[src/rtl/mult_pkg.sv]
// Shared constants and types for the multiplier / accumulator pair.
// Product width is fixed by the multiplier; LEN and DEPTH are defaults that
// instantiating modules may override.
package mult_pkg;

    localparam int PROD_W        = 8;
    localparam int DEFAULT_LEN   = 4;
    localparam int DEFAULT_DEPTH = 4;

    // Sum of len products of prodW bits each can never exceed this width
    function automatic int acc_width(input int prodW, input int len);
        return prodW + $clog2(len);
    endfunction

    localparam int ACC_W = acc_width(PROD_W, DEFAULT_LEN);

    typedef logic [ACC_W-1:0] acc_t;

endpackage

[src/rtl/mult_acc_fifo.sv]
// Small synchronous FIFO holding completed sums.
// A push while full is accepted only when a pop frees the head slot in the
// same cycle; otherwise it is silently refused and the caller flags the loss.
// The head is read combinationally from storage and forced to 0 when empty.
module mult_acc_fifo
    import mult_pkg::*;
#(
    parameter int WIDTH = 10,
    parameter int DEPTH = 4
) (
    input  logic                     clk,
    input  logic                     rstn,
    input  logic                     push_i,
    input  logic                     pop_i,
    input  logic                     clear_i,
    input  logic [WIDTH-1:0]         data_i,
    output logic [WIDTH-1:0]         head_o,
    output logic [$clog2(DEPTH):0]   level_o,
    output logic                     full_o,
    output logic                     empty_o
);

    localparam int PTR_W = $clog2(DEPTH);
    localparam int LVL_W = PTR_W + 1;

    logic [WIDTH-1:0] mem_q [DEPTH];
    logic [PTR_W-1:0] wr_ptr_q, wr_ptr_d;
    logic [PTR_W-1:0] rd_ptr_q, rd_ptr_d;
    logic [LVL_W-1:0] level_q, level_d;
    logic             do_push;
    logic             do_pop;

    // Qualify push/pop and compute next pointers and level; clear wins over both
    always_comb begin
        full_o   = (level_q == LVL_W'(DEPTH));
        empty_o  = (level_q == '0);
        do_push  = push_i & (~full_o | pop_i) & ~clear_i;
        do_pop   = pop_i & ~empty_o & ~clear_i;
        wr_ptr_d = wr_ptr_q;
        rd_ptr_d = rd_ptr_q;
        level_d  = level_q;
        if (clear_i) begin
            wr_ptr_d = '0;
            rd_ptr_d = '0;
            level_d  = '0;
        end else begin
            if (do_push) begin
                wr_ptr_d = wr_ptr_q + PTR_W'(1);
            end
            if (do_pop) begin
                rd_ptr_d = rd_ptr_q + PTR_W'(1);
            end
            case ({do_push, do_pop})
                2'b10:   level_d = level_q + LVL_W'(1);
                2'b01:   level_d = level_q - LVL_W'(1);
                default: level_d = level_q;
            endcase
        end
    end

    // Pointer and level registers
    always_ff @(posedge clk or negedge rstn) begin
        if (!rstn) begin
            wr_ptr_q <= '0;
            rd_ptr_q <= '0;
            level_q  <= '0;
        end else begin
            wr_ptr_q <= wr_ptr_d;
            rd_ptr_q <= rd_ptr_d;
            level_q  <= level_d;
        end
    end

    // Storage needs no reset because the head is masked while empty
    always_ff @(posedge clk) begin
        if (do_push) begin
            mem_q[wr_ptr_q] <= data_i;
        end
    end

    // Head entry, 0 when nothing is held
    always_comb begin
        head_o  = empty_o ? '0 : mem_q[rd_ptr_q];
        level_o = level_q;
    end

endmodule

[src/rtl/mult_accumulator.sv]
// Sums every LEN consecutive products from the multiplier stream and queues
// each finished sum in a small FIFO. The multiplier cannot stall, so input is
// never back-pressured; a sum that finds the FIFO full with no pop is dropped
// and recorded in a sticky overflow flag.
module mult_accumulator
    import mult_pkg::*;
#(
    parameter int PROD_W = mult_pkg::PROD_W,
    parameter int LEN    = mult_pkg::DEFAULT_LEN,
    parameter int ACC_W  = mult_pkg::acc_width(PROD_W, LEN),
    parameter int DEPTH  = mult_pkg::DEFAULT_DEPTH
) (
    input  logic                     clk,
    input  logic                     rstn,
    input  logic                     res_rdy,
    input  logic [PROD_W-1:0]        res,
    input  logic                     clear,
    output logic                     acc_valid,
    input  logic                     acc_ready,
    output logic [ACC_W-1:0]         acc_sum,
    output logic [$clog2(DEPTH):0]   fifo_level,
    output logic                     overflow,
    output logic                     partial
);

    localparam int CNT_W = $clog2(LEN);

    logic [CNT_W-1:0] cnt_q, cnt_d;
    logic [ACC_W-1:0] acc_q, acc_d;
    logic             overflow_q, overflow_d;
    logic [ACC_W-1:0] sum;
    logic             beat;
    logic             last;
    logic             push;
    logic             pop;
    logic             fifo_full;
    logic             fifo_empty;

    // Beat counting, running sum, push/pop generation and sticky overflow
    always_comb begin
        beat       = res_rdy & ~clear;
        last       = (cnt_q == CNT_W'(LEN - 1));
        sum        = ((cnt_q == '0) ? '0 : acc_q) + ACC_W'(res);
        push       = beat & last;
        pop        = ~fifo_empty & acc_ready & ~clear;
        cnt_d      = cnt_q;
        acc_d      = acc_q;
        overflow_d = overflow_q;
        if (clear) begin
            cnt_d      = '0;
            acc_d      = '0;
            overflow_d = 1'b0;
        end else begin
            if (beat) begin
                cnt_d = last ? '0 : cnt_q + CNT_W'(1);
                acc_d = sum;
            end
            if (push && fifo_full && !pop) begin
                overflow_d = 1'b1;
            end
        end
    end

    // Group state registers
    always_ff @(posedge clk or negedge rstn) begin
        if (!rstn) begin
            cnt_q      <= '0;
            acc_q      <= '0;
            overflow_q <= 1'b0;
        end else begin
            cnt_q      <= cnt_d;
            acc_q      <= acc_d;
            overflow_q <= overflow_d;
        end
    end

    mult_acc_fifo #(
        .WIDTH (ACC_W),
        .DEPTH (DEPTH)
    ) u_fifo (
        .clk     (clk),
        .rstn    (rstn),
        .push_i  (push),
        .pop_i   (pop),
        .clear_i (clear),
        .data_i  (sum),
        .head_o  (acc_sum),
        .level_o (fifo_level),
        .full_o  (fifo_full),
        .empty_o (fifo_empty)
    );

    // Status outputs
    always_comb begin
        acc_valid = ~fifo_empty;
        overflow  = overflow_q;
        partial   = (cnt_q != '0);
    end

endmodule

[config.mk]
export PLATFORM = sky130hd
export DESIGN_NAME = mult_accumulator
export DESIGN_NICKNAME = d
export VERILOG_FILES = /design/src/rtl/mult_pkg.sv /design/src/rtl/mult_acc_fifo.sv /design/src/rtl/mult_accumulator.sv
export SDC_FILE = /design/constraint.sdc
export NUM_CORES = 1
export LEC_CHECK = 0
export CAP_MARGIN = 20
export CORE_MARGIN = 2
export CORE_UTILIZATION = 58
export DETAILED_ROUTE_END_ITERATION = 12
export MAX_ROUTING_LAYER = met4
export PLACE_DENSITY = 0.88
export SLEW_MARGIN = 20
export SYNTH_ARGS = -nofsm -noshare
export SYNTH_HDL_FRONTEND = slang
export SYNTH_HIERARCHICAL = 1
export SYNTH_SLANG_ARGS = --single-unit
[constraint.sdc]
create_clock -name clk -period 3.8 [get_ports clk]
set_input_delay 1.14 -clock clk [delete_from_list [all_inputs] [get_ports clk]]
set_output_delay 1.14 -clock clk [all_outputs]
set_load 0.03 [all_outputs]
==> PnR_summary.wiki <==
{| class="wikitable"
! Metric !! Value
|-
| Clk root buf || clkbuf_8
|-
| Cell-by-cell trace of the critical path || mux4_1 > nor2b_1 > clkdlybuf4s50_1
|-
| Shortest period the worst path allows || 3.56 ns
|-
| PortBufs || 28
|-
| Worst-case headroom to the max-slew limit || 0.608
|-
| Area fraction in and, or, nand and nor cells after synthesis || 0.155
|-
| Status || complete, no violations
|-
| Final Cell Area || 3870 µm²
|-
| Buffering stage count on the worst path with inverters included || 1
|-
| Fraction of final layout cells with drive strength greater than 1 || 0.127
|-
| Number of flops mapped to enable cells by yosys || 40
|-
| Top cell type's share of synthesized area || 0.362
|-
| Site row count || 27
|-
| Largest net degree at the start of global routing || 27
|-
| Via density || 5.81
|-
| Number of diodes || 0
|-
| Arrival time of the worst setup path || 2.42 ns
|-
| Area taken by flip-flops and latches || 1700 µm²
|-
| Instance count after placement with tap cells included || 356
|-
| Final setup violation count || 0
|-
| Post-synthesis register bit count || 60
|-
| Element type at the critical path end || primary output
|-
| Antenna violations before repair || 0
|-
| Required time of the critical path || 2.66 ns
|-
| Gate family responsible for the most delay along the worst path || flip-flops
|-
| Proportion of register bits with asynchronous set or reset after synthesis || 0.333
|-
| Width of the die || 79.6 µm
|-
| Wire length of the first global-routing pass || 10,100 µm
|-
| Initial core utilization || 0.602
|-
| Compound-gate portion of the synthesized area || 0.0924
|-
| Summed negative setup slack over all endpoints || 0 ns
|-
| Largest fanout on the critical path || 11
|-
| Total leakage power || 1.49 nW
|-
| Count of clock tree sinks || 60
|-
| Top post-synthesis cells by area || edfxtp_1, dfrtp_1, ha_1
|-
| Count of distinct cell types in the synthesized netlist || 53
|-
| Most frequent cells after synthesis || edfxtp_1, nor2b_1, dfrtp_1, nor2_1, ha_1
|-
| Number of top-level design ports || 29
|-
| Final Max Slew Viols || 0
|-
| Number of antenna-violating nets in the routed design || 0
|-
| Largest family of logic cells by synthesized area || simple AND/OR/NAND/NOR gates
|-
| RSZ-0062 raised after global routing || no
|-
| Most common cell in the netlist || edfxtp_1
|-
| Clk_lat worst skew || 0.33 ns
|-
| Post-DP HPWL || 4300 µm
|-
| Clock transition at path regs || 0.07 ns
|-
| Synthesis warning total || 6
|-
| Floorplan Core Area || 5510 µm²
|-
| Cell count after synthesis || 263
|-
| Inserted Clock Buffers || 9
|-
| Number of global-route vias before repair || 2,083
|-
| Routed wire per std cell || 16.8 µm
|-
| Remaining DRCs || 0
|-
| Routability Congestion || 0.854
|-
| Xor-xnor portion of the synthesized cell area || 0.0290
|-
| Cts repair resizes || 0
|-
| Post-layout util || 0.703
|-
| Maximum achievable frequency || 0.281 GHz
|-
| Drt initial violations || 139
|-
| Sequential-to-total area share from yosys stat || 0.513
|-
| Main flop type after synthesis || edfxtp_1
|-
| Mean instance size in the synthesized netlist || 12.6 µm²
|-
| Count of max-cap constraint violations || 0
|-
| Cell taking the most area after synthesis || edfxtp_1
|-
| Slowest stage delay, CP || 0.72 ns
|-
| Cell area after synthesis || 3320 µm²
|-
| Number of nets in the final layout || 324
|-
| Hold crit path type || reg2reg
|-
| Maximum number of buffers from clock root to sink || 2
|-
| Hold violation count in the final report || 0
|-
| Number of nets produced by synthesis || 292
|-
| Startpoint kind of the worst setup timing path || register
|-
| Setup repair bufs after CTS || 0
|-
| Post-synthesis share of cell area spent on full adders, half adders and majority gates || 0.0649
|-
| Drt first pass iters || 4
|-
| Minimum hold slack || 0.501 ns
|-
| Final global-route overflow total || 0
|-
| Final routed wirelength across all metal layers || 6250 µm
|-
| Dpl cell area || 3620 µm²
|-
| Power per unit of standard cell area || 407 nW/µm²
|-
| Gr usage total || 0.222
|-
| Maximum level of the CTS H-tree || 3
|-
| Type of the worst setup path || reg2out
|-
| Count of hold-fix buffers inserted at cts || 0
|-
| Worst vdd ir || 277 µV
|-
| Library cell contributing the largest single delay on the critical path || dfrtp_1
|-
| Number of filler instances in the final layout || 386
|-
| TritonCTS clock tree || done
|-
| Worst clock skew || 0.00575 ns
|-
| Via Count || 2,160
|-
| Area of the die || 6340 µm²
|-
| Multiplexer share of the synthesized area || 0.0920
|-
| Non-Filler Instances || 372
|-
| Share of the clock period used by the worst path || 0.936
|-
| Footprint of the multi-input gates || 1440 µm²
|-
| Area growth from synthesis to final layout || 16.6%
|-
| Overall die height || 79.6 µm
|-
| Worst slew pin tran || 0.588 ns
|}
[report_power, final]
| part | internal [W] | switching, W |
|---|---|---|
| registers | 0.000719 | 0.00000587 |
| logic | 0.0000591 | 0.0000865 |
| clock network | 0.000453 | 0.000249 |
| total | 0.00123 | 0.000342 |
[worst paths after layout]
path | start | end | slack [ns] | cells after the start
setup / recovery | u_fifo/rd_ptr_q[0] | acc_sum[2] | 0.24 | 3
hold reg to reg | overflow | overflow | 0.50 | 2
hold / removal | overflow | overflow | 0.50 | 2
max in group asynchronous | rstn | u_fifo/level_o[1] | 2.70 | 1
min in group asynchronous | rstn | acc_q[5] | 0.77 | 1
setup reg to reg | cnt_q[0] | u_fifo/mem_q[2][7] | 0.76 | 11
[cell type report]
cell class                      count  share of cell area
Clock buffer                       10              0.0356
Clock inverter                      6              0.0288
Inverter                           13              0.0126
Multi-Input combinational cell    174               0.371
Sequential cell                    60               0.440
Tap cell                           72              0.0233
Timing Repair Buffer               37              0.0886
[registers in the layout, indices dropped and copies added, names as in the netlist]
| name | cells |
|---|---|
| u_fifo/wr_ptr_q | 2 |
| overflow | 1 |
| u_fifo/rd_ptr_q | 2 |
| u_fifo/level_o | 3 |
| acc_q | 10 |
| u_fifo/mem_q | 40 |
| cnt_q | 2 |
[worst register-to-register path, cell delays in order, from the launching register on]
cell and delay (ns):
dfrtp_1 0.41, inv_1 0.07, ha_1 0.49, inv_1 0.12, nand2_1 0.13, inv_1 0.06, ha_1 0.29, a211o_1 0.34
a21o_1 0.20, a21oi_2 0.21, o21ai_1 0.13, xor2_1 0.35
[cells by family after synthesis]
family,Yosys count
AO/OA/AOI/OAI,43
XOR/XNOR,11
adder cells (fa/ha/maj),16
buffers and inverters,29
flip-flops,60
multiplexers,16
AND/OR/NAND/NOR,88
[per-layer routing]
layer  up-vias  GRT usage  share of wire
met5         -          -              0
met4         0     0.0983          0.019
met3        11     0.0373          0.046
met2        64      0.355           0.51
met1      1050      0.281           0.43
li1       1035          -              -
[metrics by stage]
stage / total power (W) / worst slack, ns
2_1_floorplan: 0.000838 / 0.675
3_3_place_gp: 0.000876 / 0.371
3_5_place_dp: 0.000883 / 0.247
4_1_cts: 0.00158 / 0.202
5_1_grt: 0.00163 / 0.130
6_report: 0.00157 / 0.242
[layout by cell type, fill, tap and decap left out, drive strengths merged, types with 4 or more instances in the layout]
| cell type | count |
|---|---|
| edfxtp | 40 |
| clkdlybuf4s50 | 27 |
| nor2b | 21 |
| nor2 | 21 |
| dfrtp | 20 |
| ha | 14 |
| inv | 13 |
| nand2 | 12 |
| clkbuf | 10 |
| buf | 10 |
| mux4 | 10 |
| and2 | 9 |
| o21ai | 9 |
| a21oi | 7 |
| xnor2 | 6 |
| xor2 | 5 |
| mux2i | 5 |
| nor3b | 4 |
| a31oi | 4 |
Note: power is estimated with default switching activity, not from simulation.
